File: config.mk
export PLATFORM = sky130hd
export DESIGN_NAME = hazard_scoreboard
export DESIGN_NICKNAME = d
export VERILOG_FILES = /design/src/rtl/hazard_scoreboard_pkg.sv /design/src/rtl/hazard_scoreboard_match.sv /design/src/rtl/hazard_scoreboard.sv
export SDC_FILE = /design/constraint.sdc
export NUM_CORES = 1
export LEC_CHECK = 0
export CAP_MARGIN = 25
export CORE_ASPECT_RATIO = 1.75
export CORE_MARGIN = 2
export CORE_UTILIZATION = 47
export DETAILED_ROUTE_END_ITERATION = 12
export GPL_ROUTABILITY_DRIVEN = 1
export PLACE_DENSITY_LB_ADDON = 0.3
export SYNTH_ARGS = -nofsm -noshare
export SYNTH_HDL_FRONTEND = slang
export SYNTH_HIERARCHICAL = 1
export SYNTH_SLANG_ARGS = --single-unit
File: constraint.sdc
create_clock -name clk -period 4 [get_ports clk]
set_input_delay 1.2 -clock clk [delete_from_list [all_inputs] [get_ports clk]]
set_output_delay 1.2 -clock clk [all_outputs]
set_load 0.03 [all_outputs]
File: src/rtl/hazard_scoreboard_pkg.sv
// Shared pipeline definitions: the scoreboard slot record, the
// "read from register file" forward code and default pipeline sizes.
package pipe_pkg;

  // Default pipeline sizing reused by the pipeline top.
  localparam int DEF_NREG  = 32;
  localparam int DEF_DEPTH = 3;

  // Register index field in a slot is sized for up to 256 registers;
  // narrower register files zero-extend their indices into it.
  localparam int MAX_RW = 8;

  // Forward select value meaning "take the operand from the register file".
  localparam int FWD_RF = 0;

  // One tracked post-decode stage: valid writer, destination, is-a-load.
  typedef struct packed {
    logic              v;
    logic [MAX_RW-1:0] rd;
    logic              ld;
  } slot_t;

endpackage

File: src/rtl/hazard_scoreboard_match.sv
// Youngest-match priority encoder: finds the lowest-index slot whose
// destination equals the requested source register.
module hazard_match
  import pipe_pkg::*;
#(
  parameter int DEPTH = DEF_DEPTH,
  parameter int SW    = $clog2(DEPTH + 1)
) (
  input  slot_t [DEPTH:1]    slots,
  input  logic               en,
  input  logic [MAX_RW-1:0]  src,
  output logic               hit,
  output logic [SW-1:0]      idx,
  output logic               ld
);

  // Scan oldest to youngest so the youngest match overwrites older ones;
  // register 0 never produces a match.
  always_comb begin
    hit = 1'b0;
    idx = SW'(FWD_RF);
    ld  = 1'b0;
    for (int k = DEPTH; k >= 1; k--) begin
      if (en && (src != '0) && slots[k].v && (slots[k].rd == src)) begin
        hit = 1'b1;
        idx = SW'(k);
        ld  = slots[k].ld;
      end
    end
  end

endmodule

File: src/rtl/hazard_scoreboard.sv
// Decode-side hazard scoreboard: tracks in-flight destinations across
// DEPTH post-decode stages, raises load-use stalls and picks forward sources.
module hazard_scoreboard
  import pipe_pkg::*;
#(
  parameter int NREG       = DEF_NREG,
  parameter int RW         = $clog2(NREG),
  parameter int DEPTH      = DEF_DEPTH,
  parameter int LOAD_READY = 2,
  parameter int SW         = $clog2(DEPTH + 1),
  parameter int CW         = 16
) (
  input  logic          clk,
  input  logic          rst,
  input  logic          id_valid,
  input  logic [RW-1:0] id_rs,
  input  logic [RW-1:0] id_rt,
  input  logic          id_use_rs,
  input  logic          id_use_rt,
  input  logic [RW-1:0] id_rd,
  input  logic          id_wr,
  input  logic          id_load,
  input  logic          ex_flush,
  output logic          stall,
  output logic [SW-1:0] fwd_a,
  output logic [SW-1:0] fwd_b,
  output logic [CW-1:0] stall_cnt
);

  slot_t [DEPTH:1] slots_q, slots_d;
  logic [CW-1:0]   stall_cnt_q, stall_cnt_d;

  logic            hit_a, hit_b, ld_a, ld_b;
  logic [SW-1:0]   idx_a, idx_b;
  logic            haz_a, haz_b;

  hazard_match #(.DEPTH(DEPTH), .SW(SW)) u_match_a (
    .slots (slots_q),
    .en    (id_valid && id_use_rs),
    .src   (MAX_RW'(id_rs)),
    .hit   (hit_a),
    .idx   (idx_a),
    .ld    (ld_a)
  );

  hazard_match #(.DEPTH(DEPTH), .SW(SW)) u_match_b (
    .slots (slots_q),
    .en    (id_valid && id_use_rt),
    .src   (MAX_RW'(id_rt)),
    .hit   (hit_b),
    .idx   (idx_b),
    .ld    (ld_b)
  );

  // A load result is not forwardable until it reaches LOAD_READY; a younger
  // match on a load stalls decode and the select is parked on the RF.
  always_comb begin
    haz_a = hit_a && ld_a && (idx_a < SW'(LOAD_READY));
    haz_b = hit_b && ld_b && (idx_b < SW'(LOAD_READY));
    stall = haz_a || haz_b;
    fwd_a = (hit_a && !haz_a) ? idx_a : SW'(FWD_RF);
    fwd_b = (hit_b && !haz_b) ? idx_b : SW'(FWD_RF);
  end

  // Next slot state: everything shifts one stage older, the oldest retires,
  // and slot 1 takes the decoding instruction unless stalled or flushed.
  always_comb begin
    slots_d = slots_q;
    for (int k = DEPTH; k >= 2; k--) begin
      slots_d[k] = slots_q[k-1];
    end
    slots_d[1].v  = id_valid && id_wr && !stall && !ex_flush;
    slots_d[1].rd = MAX_RW'(id_rd);
    slots_d[1].ld = id_load;
  end

  // Stall counter saturates at all-ones instead of wrapping.
  always_comb begin
    stall_cnt_d = stall_cnt_q;
    if (stall && (stall_cnt_q != {CW{1'b1}})) begin
      stall_cnt_d = stall_cnt_q + CW'(1);
    end
  end

  // Register update; reset drops every in-flight entry and the count.
  always_ff @(posedge clk) begin
    if (rst) begin
      slots_q     <= '0;
      stall_cnt_q <= '0;
    end else begin
      slots_q     <= slots_d;
      stall_cnt_q <= stall_cnt_d;
    end
  end

  assign stall_cnt = stall_cnt_q;

endmodule
* Word-level counts from Yosys, hierarchy flattened
Index checks and enable logic that the tools add are counted.
** Storage, ports and cells
- Bits in registers :: 46
- Logic and storage cells :: 74
- Input bits :: 23
** Operators by class
- Add/sub/neg operators :: 1
- Reduce and logical (&&, ||, !) cells :: 33
- Equal/unequal tests :: 7
- Order comparisons :: 2
- Multiplexer cells :: 20
** Operator list (number)
- 8-bit by 5-bit equality test with 1-bit output :: 6
- 1-bit logical AND :: 26
- 16-bit by 1-bit adder with 16-bit output, second input constant :: 1
- 2-bit two-way mux :: 8
- 16-bit inequality test, second input constant :: 1
- 8-bit nonzero test :: 2
- 1-bit two-way mux :: 12
- 1-bit zero test :: 4
- 2-bit < comparator, second input constant :: 2
- 1-bit logical OR :: 1

* Logic depth before layout (Yosys ltp)
Gate-level depths: netlist of run 1.
- Word-level depth :: 13
- Mapped depth :: 10
- Gate-level depth less buffers :: 10

* Hierarchy
The synthesis of run 1 kept the hierarchy.
** Modules (own cells, without submodules)
- hazard_scoreboard :: area an instance 1477.7 sq um, cells an instance 155, times used 1, sequential area each 740.7 sq um
- hazard_match :: area an instance 366.6 sq um, cells an instance 48, times used 2, sequential area each 0.0 sq um

* Worst setup path after synthesis of run 1
OpenSTA, ideal clock, no wires.
- Path kind :: in2out
- Start point :: in id_rs[0]
- End point :: out stall
- Stages :: 8
- Setup slack :: -0.335 ns
- Arrival time :: 3.135 ns
- Path buffers :: 0
- Cell sequence :: or4_1 > o21ai_2 > nor4_1 > nor3b_2 > o22a_1 > and3b_1 > nor2_1 > inv_1
** Between the ends
- Word-level cells in the longest chain between the ends :: 10
- Elaborated cells between the ends (all ways) :: 24
** Ends and longest elaborated chain
- start: declaration :: RTL line hazard_scoreboard.sv:16 : input logic [RW-1:0] id_rs,
- 8-bit nonzero test :: RTL line hazard_scoreboard_match.sv:24 : if (en && (src != '0) && slots[k].v && (slots[k].rd == src)) begin
- 1-bit logical AND (3 in a row) :: RTL line hazard_scoreboard_match.sv:24
- 1-bit two-way mux (2 in a row) :: RTL line hazard_scoreboard_match.sv:24
- 1-bit two-way mux (*) :: RTL line hazard_scoreboard_match.sv:24
- named net ld_a :: RTL line hazard_scoreboard.sv:33 : logic hit_a, hit_b, ld_a, ld_b;
- 1-bit logical AND (*) (2 in a row) :: RTL line hazard_scoreboard.sv:58 : haz_a = hit_a && ld_a && (idx_a < SW'(LOAD_READY));
- 1-bit logical OR (*) :: RTL line hazard_scoreboard.sv:60 : stall = haz_a || haz_b;
- end: declaration :: RTL line hazard_scoreboard.sv:24 : output logic stall,
The timed path passes the listed nets; every way through them passes the cells marked *.

* Worst setup path in the final report of run 1
- Start point :: in id_rs[2]
- End point :: out stall
Same word-level chain as after synthesis.

==> qor.yml, run 1 <==
placed_design:
  gp_congestion: 0.875
  pre_cts_slack_ps: -735
  dpl.hpwl_mm: 4.51
  portBuffers: 43
sta:
  hold_viol_final: 0
  tns_ps: -1050
  timing.final.crit_share: 1.08
  maxClockFrequency_mhz: 231
  setup_viol: 5
  worst_pin_slew_ps: 765
  layout_setup_ws_ps: -322
  slew_viol_final: 0
  skew_ps: 2.78
  slew_headroom: 0.489
  layout_min_cycle_time_ps: 4320
  rsz0062_at_grt: "yes"
route:
  vias: 2315
  wl_per_cell_microns: 15.2
  dr.pass1.iters: 4
  viasPerCell: 5.33
  routed_wl_mm: 6.58
  antenna_left: 0
  drc_errors: 0
  initialDrtViolationCount: 64
clock_network:
  cts.sinks: 37
  hold_buffers: 0
  numCtsBuffers: 5
  htree_levels: 2
  clk_pin_slew_ps: 70
  cts_tree: "yes"
  clock_tree.buffer_depth: 2
  clk_latency_ps: 290
  clockRootBuffer: "clkbuf_8"
synth:
  synthDistinctLibCells: 43
  muxShareOfSynthArea: 0.0102
  synth_compound_area_frac: 0.127
  synthAdderAreaFrac: 0.00566
  ys_top_cells_by_area: "dfxtp_1 34%, xnor2_1 13%, nor2b_1 6.2%"
  synth_cells: 251
  synth_xor_area_frac: 0.190
  mappedNetlistArea_sq_um: 2210
  yosys.area_share.simple: 0.311
  ys_seq_elements: 37
  yosysTopAreaCellShare: 0.335
  synth_top_family_by_area: "simple AND/OR/NAND/NOR gates"
  syn_area_per_cell_sq_um: 8.81
  yosys_warnings: 6
  synth.largest_area_cell: "dfxtp_1"
  synth_seq_area_share: 0.335
global_routing:
  overflow: 0
  grt_use_met2: 0.503
  grt_pass1_vias: 2284
  grt_first_pass_wirelength_mm: 10.1
  use_met1: 0.226
  busiest_layer: "met2"
  grt_max_degree: 23
  grt.met3_usage: 0.0384
  track_usage: 0.250
  antenna_found_initial: 0
power:
  swShare: 0.268
  pwr-share-seq: 0.491
  p_switching_w: 0.000210
  pwr-share-clk: 0.325
  p_leak_nw: 1.42
  total_power_w: 0.000784
  combPwrFrac: 0.184
  cell_internal_pwr_w: 0.000574
  p_per_area_nw_per_um2: 224
  vdd_ir_drop_max_mv: 0.219
setup_path:
  crit_chain: "buf_6, or4_4, o21ai_4, buf_12, nor4_4, nor3b_2, o22a_1, and3b_2, nor2_4, inv_4, buf_6"
  crit_top_cell: "buf_6"
  cp-end-kind: "primary output"
  required_ps: 2800
  crit_type: "input port to primary output"
  cp_max_fo: 3
  cp_slowest_stage_delay_ps: 530
  arrival_ps: 3120
  cp-start-kind: "input port"
  crit_path_top_delay_cell: "or4_4"
die:
  dieHeight_microns: 94.7
  die_area_sq_um: 5290
  io_pins: 44
  core_area_sq_um: 4620
  start_util: 0.478
  placementRows: 33
  die_x_microns: 55.8
finish:
  synthToLayoutAreaGrowth_pct: 58.2
  fillCellCount: 319
  n_antenna_cell: 0
  drive_above_1_share: 0.293
  finalNetCount: 405
min_path:
  min_path_type: "flop to flop"
flow_run:
  drv_cap: 0
run_status:
  status: "finished, violations left"
  violations: "negative setup slack"
[critical path, delay by kind of cell]
family                 cells  cell delay, ps
AND/OR/NAND/NOR            5            1100
buffers and inverters      4             410
AO/OA/AOI/OAI              2             410
[final timing paths]
check              start       endpoint  slack (ps)  cells past startpoint
max reg2reg  slots_d[14]  stall_cnt[15]         930                     12
min reg2reg  slots_d[10]    slots_d[20]         500                      1
min          slots_d[10]    slots_d[20]         500                      1
max             id_rs[2]          stall        -320                     11
[layout make-up]
| class | instances | area [sq um] | share of cell area |
|---|---|---|---|
| multi-input combinational | 244 | 1800 | 0.514 |
| timing repair buffer | 87 | 785 | 0.224 |
| sequential | 37 | 741 | 0.212 |
| clock buffer | 6 | 72.6 | 0.0208 |
| tap | 52 | 65.1 | 0.0186 |
| inverter | 6 | 25.0 | 0.00716 |
| clock inverter | 2 | 10.0 | 0.00286 |
[timing repair]
item / 4_1_cts / 5_1_grt
endpoints found under the setup margin: 7 / 5
pin swaps: 19 / 19
gates resized for setup: 79 / 19
setup buffers: 8 / 3
[cells in the mapped netlist, drive strengths merged]
| master | count |
|---|---|
| inv | 6 |
| nor4 | 9 |
| o22a | 2 |
| nand3 | 9 |
| o31ai | 8 |
| o21ba | 1 |
| mux2 | 2 |
| clkbuf | 4 |
| o21ai | 9 |
| xnor2 | 34 |
| buf | 1 |
| nor3b | 2 |
| and3b | 2 |
| o41ai | 2 |
| a211o | 1 |
| a41oi | 2 |
| dfxtp | 37 |
| and3 | 1 |
| o2111ai | 1 |
| or3 | 2 |
| nor3 | 3 |
| ha | 1 |
| conb | 1 |
| or2 | 2 |
| nor4b | 1 |
| nand2 | 14 |
| and2 | 4 |
| or4 | 14 |
| nor2b | 22 |
| xor2 | 14 |
| nand3b | 3 |
| and4 | 2 |
| a21oi | 15 |
| nand4 | 13 |
| nor2 | 6 |
| o211ai | 1 |
[kinds of logic (layout without fill, tap and decap cells)]
kind of cell,Yosys count,after routing
xor+xnor,48,48
compound gates,42,42
other cells,1,42
simple gates,109,109
mux,2,2
flops,37,37
buf+inv,11,101
fa+ha+maj,1,1
[layer usage]
layer	wire [microns]	part of all wire
met5	0	0
met1	2360	0.36
met4	303	0.046
met2	3680	0.56
met3	235	0.036
[through the flow]
stage / hold WS, ps / instance area [sq um] / instances / utilization
global route: 513 / 3500 / 434 / 0.756
finish: 500 / 3500 / 434 / 0.756
detailed placement: 492 / 3120 / 416 / 0.674
global placement: 479 / 3120 / 416 / 0.674
floorplan: 460 / 2400 / 292 / -
CTS: 501 / 3390 / 431 / 0.733
[placed cells by master (no fill, tap or decap), types with 3 or more instances in the layout]
| cell | count |
|---|---|
| xor2_1 | 14 |
| xnor2_2 | 6 |
| buf_4 | 38 |
| o31ai_1 | 8 |
| inv_1 | 5 |
| xnor2_1 | 28 |
| nor4_4 | 3 |
| or4_4 | 6 |
| nor4_1 | 4 |
| buf_2 | 4 |
| dfxtp_1 | 37 |
| nand3_1 | 8 |
| nand3b_1 | 3 |
| conb_1 | 42 |
| and2_4 | 4 |
| buf_6 | 14 |
| nand4_1 | 12 |
| a21oi_1 | 13 |
| clkbuf_8 | 5 |
| nand2_1 | 12 |
| clkdlybuf4s50_1 | 25 |
| nor2_1 | 3 |
| or4_1 | 8 |
| nor2b_1 | 22 |
| o21ai_0 | 5 |
[flip-flops by register name (all words and copies together) (netlist names)]
name / cells
slots_d: 14
slots_q: 7
stall_cnt: 16
[power by group through the flow]
stage          Combinational [W]  Clock, W  Sequential [W]
6_report                0.000144  0.000255        0.000385
5_1_grt                 0.000155  0.000273        0.000386
4_1_cts                 0.000130  0.000256        0.000384
3_5_place_dp            0.000120         0        0.000392
3_3_place_gp            0.000118         0        0.000392
2_1_floorplan          0.0000641         0        0.000390
Power figures use the tool's default switching activity.
==> run 2: changes to the inputs <==
--- a/config.mk
+++ b/config.mk
@@ -6,5 +6,5 @@
 export NUM_CORES = 1
 export LEC_CHECK = 0
-export CAP_MARGIN = 25
+export CAP_MARGIN = 5
 export CORE_ASPECT_RATIO = 1.75
 export CORE_MARGIN = 2
==> constraint.sdc (replaced) <==
create_clock -name clk -period 4 [get_ports clk]
set_input_delay 1.2 -clock clk [delete_from_list [all_inputs] [get_ports clk]]
set_output_delay 1.2 -clock clk [all_outputs]
set_load 0.02 [all_outputs]
==> run 2 against run 1 <==
Against the previous run: the run still ends with negative setup slack left; flip-flop and latch count unchanged; utilization fell by 1.4 points; first-iteration DRC count fell by 52%; die area stayed put; hold slack gained 9.2 ps; combinational power is 3% lower; power down 0.76%; design area is 1.8% lower; global-route usage decreased by 1.3 points.
==> qor.yml, run 2 (synthesis results as in run 1) <==
power:
  pwr-share-seq: 0.494
  vdd_ir_drop_max_mv: 0.219
  swShare: 0.266
  total_power_w: 0.000779
  p_per_area_nw_per_um2: 227
  p_leak_nw: 1.36
  combPwrFrac: 0.178
  cell_internal_pwr_w: 0.000572
  pwr-share-clk: 0.328
  p_switching_w: 0.000207
sta:
  timing.final.crit_share: 1.07
  layout_setup_ws_ps: -275
  hold_viol_final: 0
  skew_ps: 9.17
  slew_viol_final: 0
  maxClockFrequency_mhz: 234
  layout_min_cycle_time_ps: 4280
  slew_headroom: 0.290
  setup_viol: 5
  rsz0062_at_grt: "yes"
  worst_pin_slew_ps: 1060
die:
  io_pins: 44
  placementRows: 33
  dieHeight_microns: 94.7
  die_x_microns: 55.8
  core_area_sq_um: 4620
  start_util: 0.478
  die_area_sq_um: 5290
finish:
  synthToLayoutAreaGrowth_pct: 55.3
  multiInputGateArea_sq_um: 1770
  final_cell_mix: "42 x conb_1, 38 x buf_4, 37 x dfxtp_1"
  drive_above_1_share: 0.274
  fillCellCount: 357
  regArea_sq_um: 741
  finalNetCount: 402
  largest_register_ff_count: 16
  n_antenna_cell: 0
  finalNonFillerCells: 431
  mostFrequentLayoutCell: "conb_1"
route:
  routed_wl_mm: 6.16
  vias: 2286
  drc_errors: 0
  initialDrtViolationCount: 31
  dr.pass1.iters: 4
  viasPerCell: 5.30
  antenna_left: 0
  wl_per_cell_microns: 14.3
clock_network:
  clk_latency_ps: 290
  htree_levels: 2
  hold_buffers: 0
  clock_tree.buffer_depth: 2
  cts.sinks: 37
  numCtsBuffers: 5
  clockRootBuffer: "clkbuf_8"
  clk_pin_slew_ps: 80
  cts_tree: "yes"
min_path:
  min_path_type: "flop to flop"
setup_path:
  crit_path_top_delay_cell: "or4_4"
  crit_type: "input port to primary output"
  path_depth: 9
  r2r-start: "slots_d[13]"
  cp-start-kind: "input port"
  cp_slowest_stage_delay_ps: 590
  rr_endpoint: "stall_cnt[15]"
  crit_family: "simple AND/OR/NAND/NOR gates"
  ff2ff_path_depth: 11
  crit_start: "id_valid"
  required_ps: 2800
  r2r_slack_ps: 1090
  critPathBufInv: 3
  crit_chain: "dlygate4sd2_1, and2_4, o21ai_4, or4_4, o22a_1, and3b_2, nor2_4, inv_4, buf_6"
  cp_max_fo: 5
  cp-end-kind: "primary output"
  crit_end: "stall"
  arrival_ps: 3080
global_routing:
  overflow: 0
  grt_first_pass_wirelength_mm: 9.98
  grt_max_degree: 23
  track_usage: 0.237
  antenna_found_initial: 0
  grt_pass1_vias: 2305
run_status:
  status: "finished, violations left"
  violations: "negative setup slack"
flow_run:
  drv_cap: 0
placed_design:
  numPlacedInstances: 416
  gp_congestion: 0.798
  portBuffers: 43
  dpl.hpwl_mm: 4.41
[run 2: worst register-to-register path, stage by stage, from the launching register on]
cell	delay, ps
dfxtp_1	340
xnor2_1	220
nand4_1	130
or4_4	540
o41ai_2	70
o22a_1	220
and3b_2	230
buf_4	110
buf_4	100
o211ai_2	160
nor4b_1	330
mux2_1	350
[run 2: how the worst min path moves through the flow]
stage | start | depth (start not counted) | to | slack, ps
6_report | slots_d[23] | 1 | slots_q[23] | 510
5_1_grt | slots_d[23] | 1 | slots_q[23] | 530
4_1_cts | slots_d[22] | 1 | slots_q[22] | 500
3_5_place_dp | slots_d[14] | 1 | slots_d[24] | 500
3_3_place_gp | stall_cnt[6] | 2 | stall_cnt[6] | 490
2_1_floorplan | slots_d[19] | 1 | slots_d[29] | 460
[run 2: power groups by stage]
| stage | Clock, W | Combinational (W) | Sequential [W] |
|---|---|---|---|
| finish | 0.000255 | 0.000139 | 0.000385 |
| global route | 0.000275 | 0.000151 | 0.000385 |
| CTS | 0.000263 | 0.000133 | 0.000384 |
| detailed placement | 0 | 0.000120 | 0.000393 |
| global placement | 0 | 0.000119 | 0.000392 |
| floorplan | 0 | 0.0000641 | 0.000390 |
[run 2: what timing repair did]
action,CTS,global route
gates resized for setup,104,10
pin swaps,24,16
setup buffers,5,3
setup endpoints to repair,6,5
cloned,0,0
[run 2: metal layers]
layer | up-vias | global-route usage | part of all wire
met5 | - | 0 | 0
met4 | 0 | 0.153 | 0.041
met3 | 20 | 0.0219 | 0.028
met2 | 57 | 0.453 | 0.55
li1 | 1135 | - | -
met1 | 1074 | 0.241 | 0.38
[run 2: layout make-up]
cell class,count,share of cell area
Clock inverter,2,0.00291
Inverter,6,0.00729
Sequential cell,37,0.216
Multi-Input combinational cell,244,0.515
Tap cell,52,0.0189
Clock buffer,6,0.0211
Timing Repair Buffer,84,0.219
[run 2: through the flow]
stage / hold WS (ps) / area, sq um / setup TNS [ps] / worst slack [ps] / utilization
6_report: 509 / 3430 / -887 / -275 / 0.743
2_1_floorplan: 460 / 2400 / -35.2 / -35.2 / -
3_5_place_dp: 498 / 3130 / -7180 / -1080 / 0.677
4_1_cts: 501 / 3380 / -818 / -295 / 0.731
5_1_grt: 527 / 3430 / -1310 / -377 / 0.743
3_3_place_gp: 488 / 3130 / -6270 / -1060 / 0.677
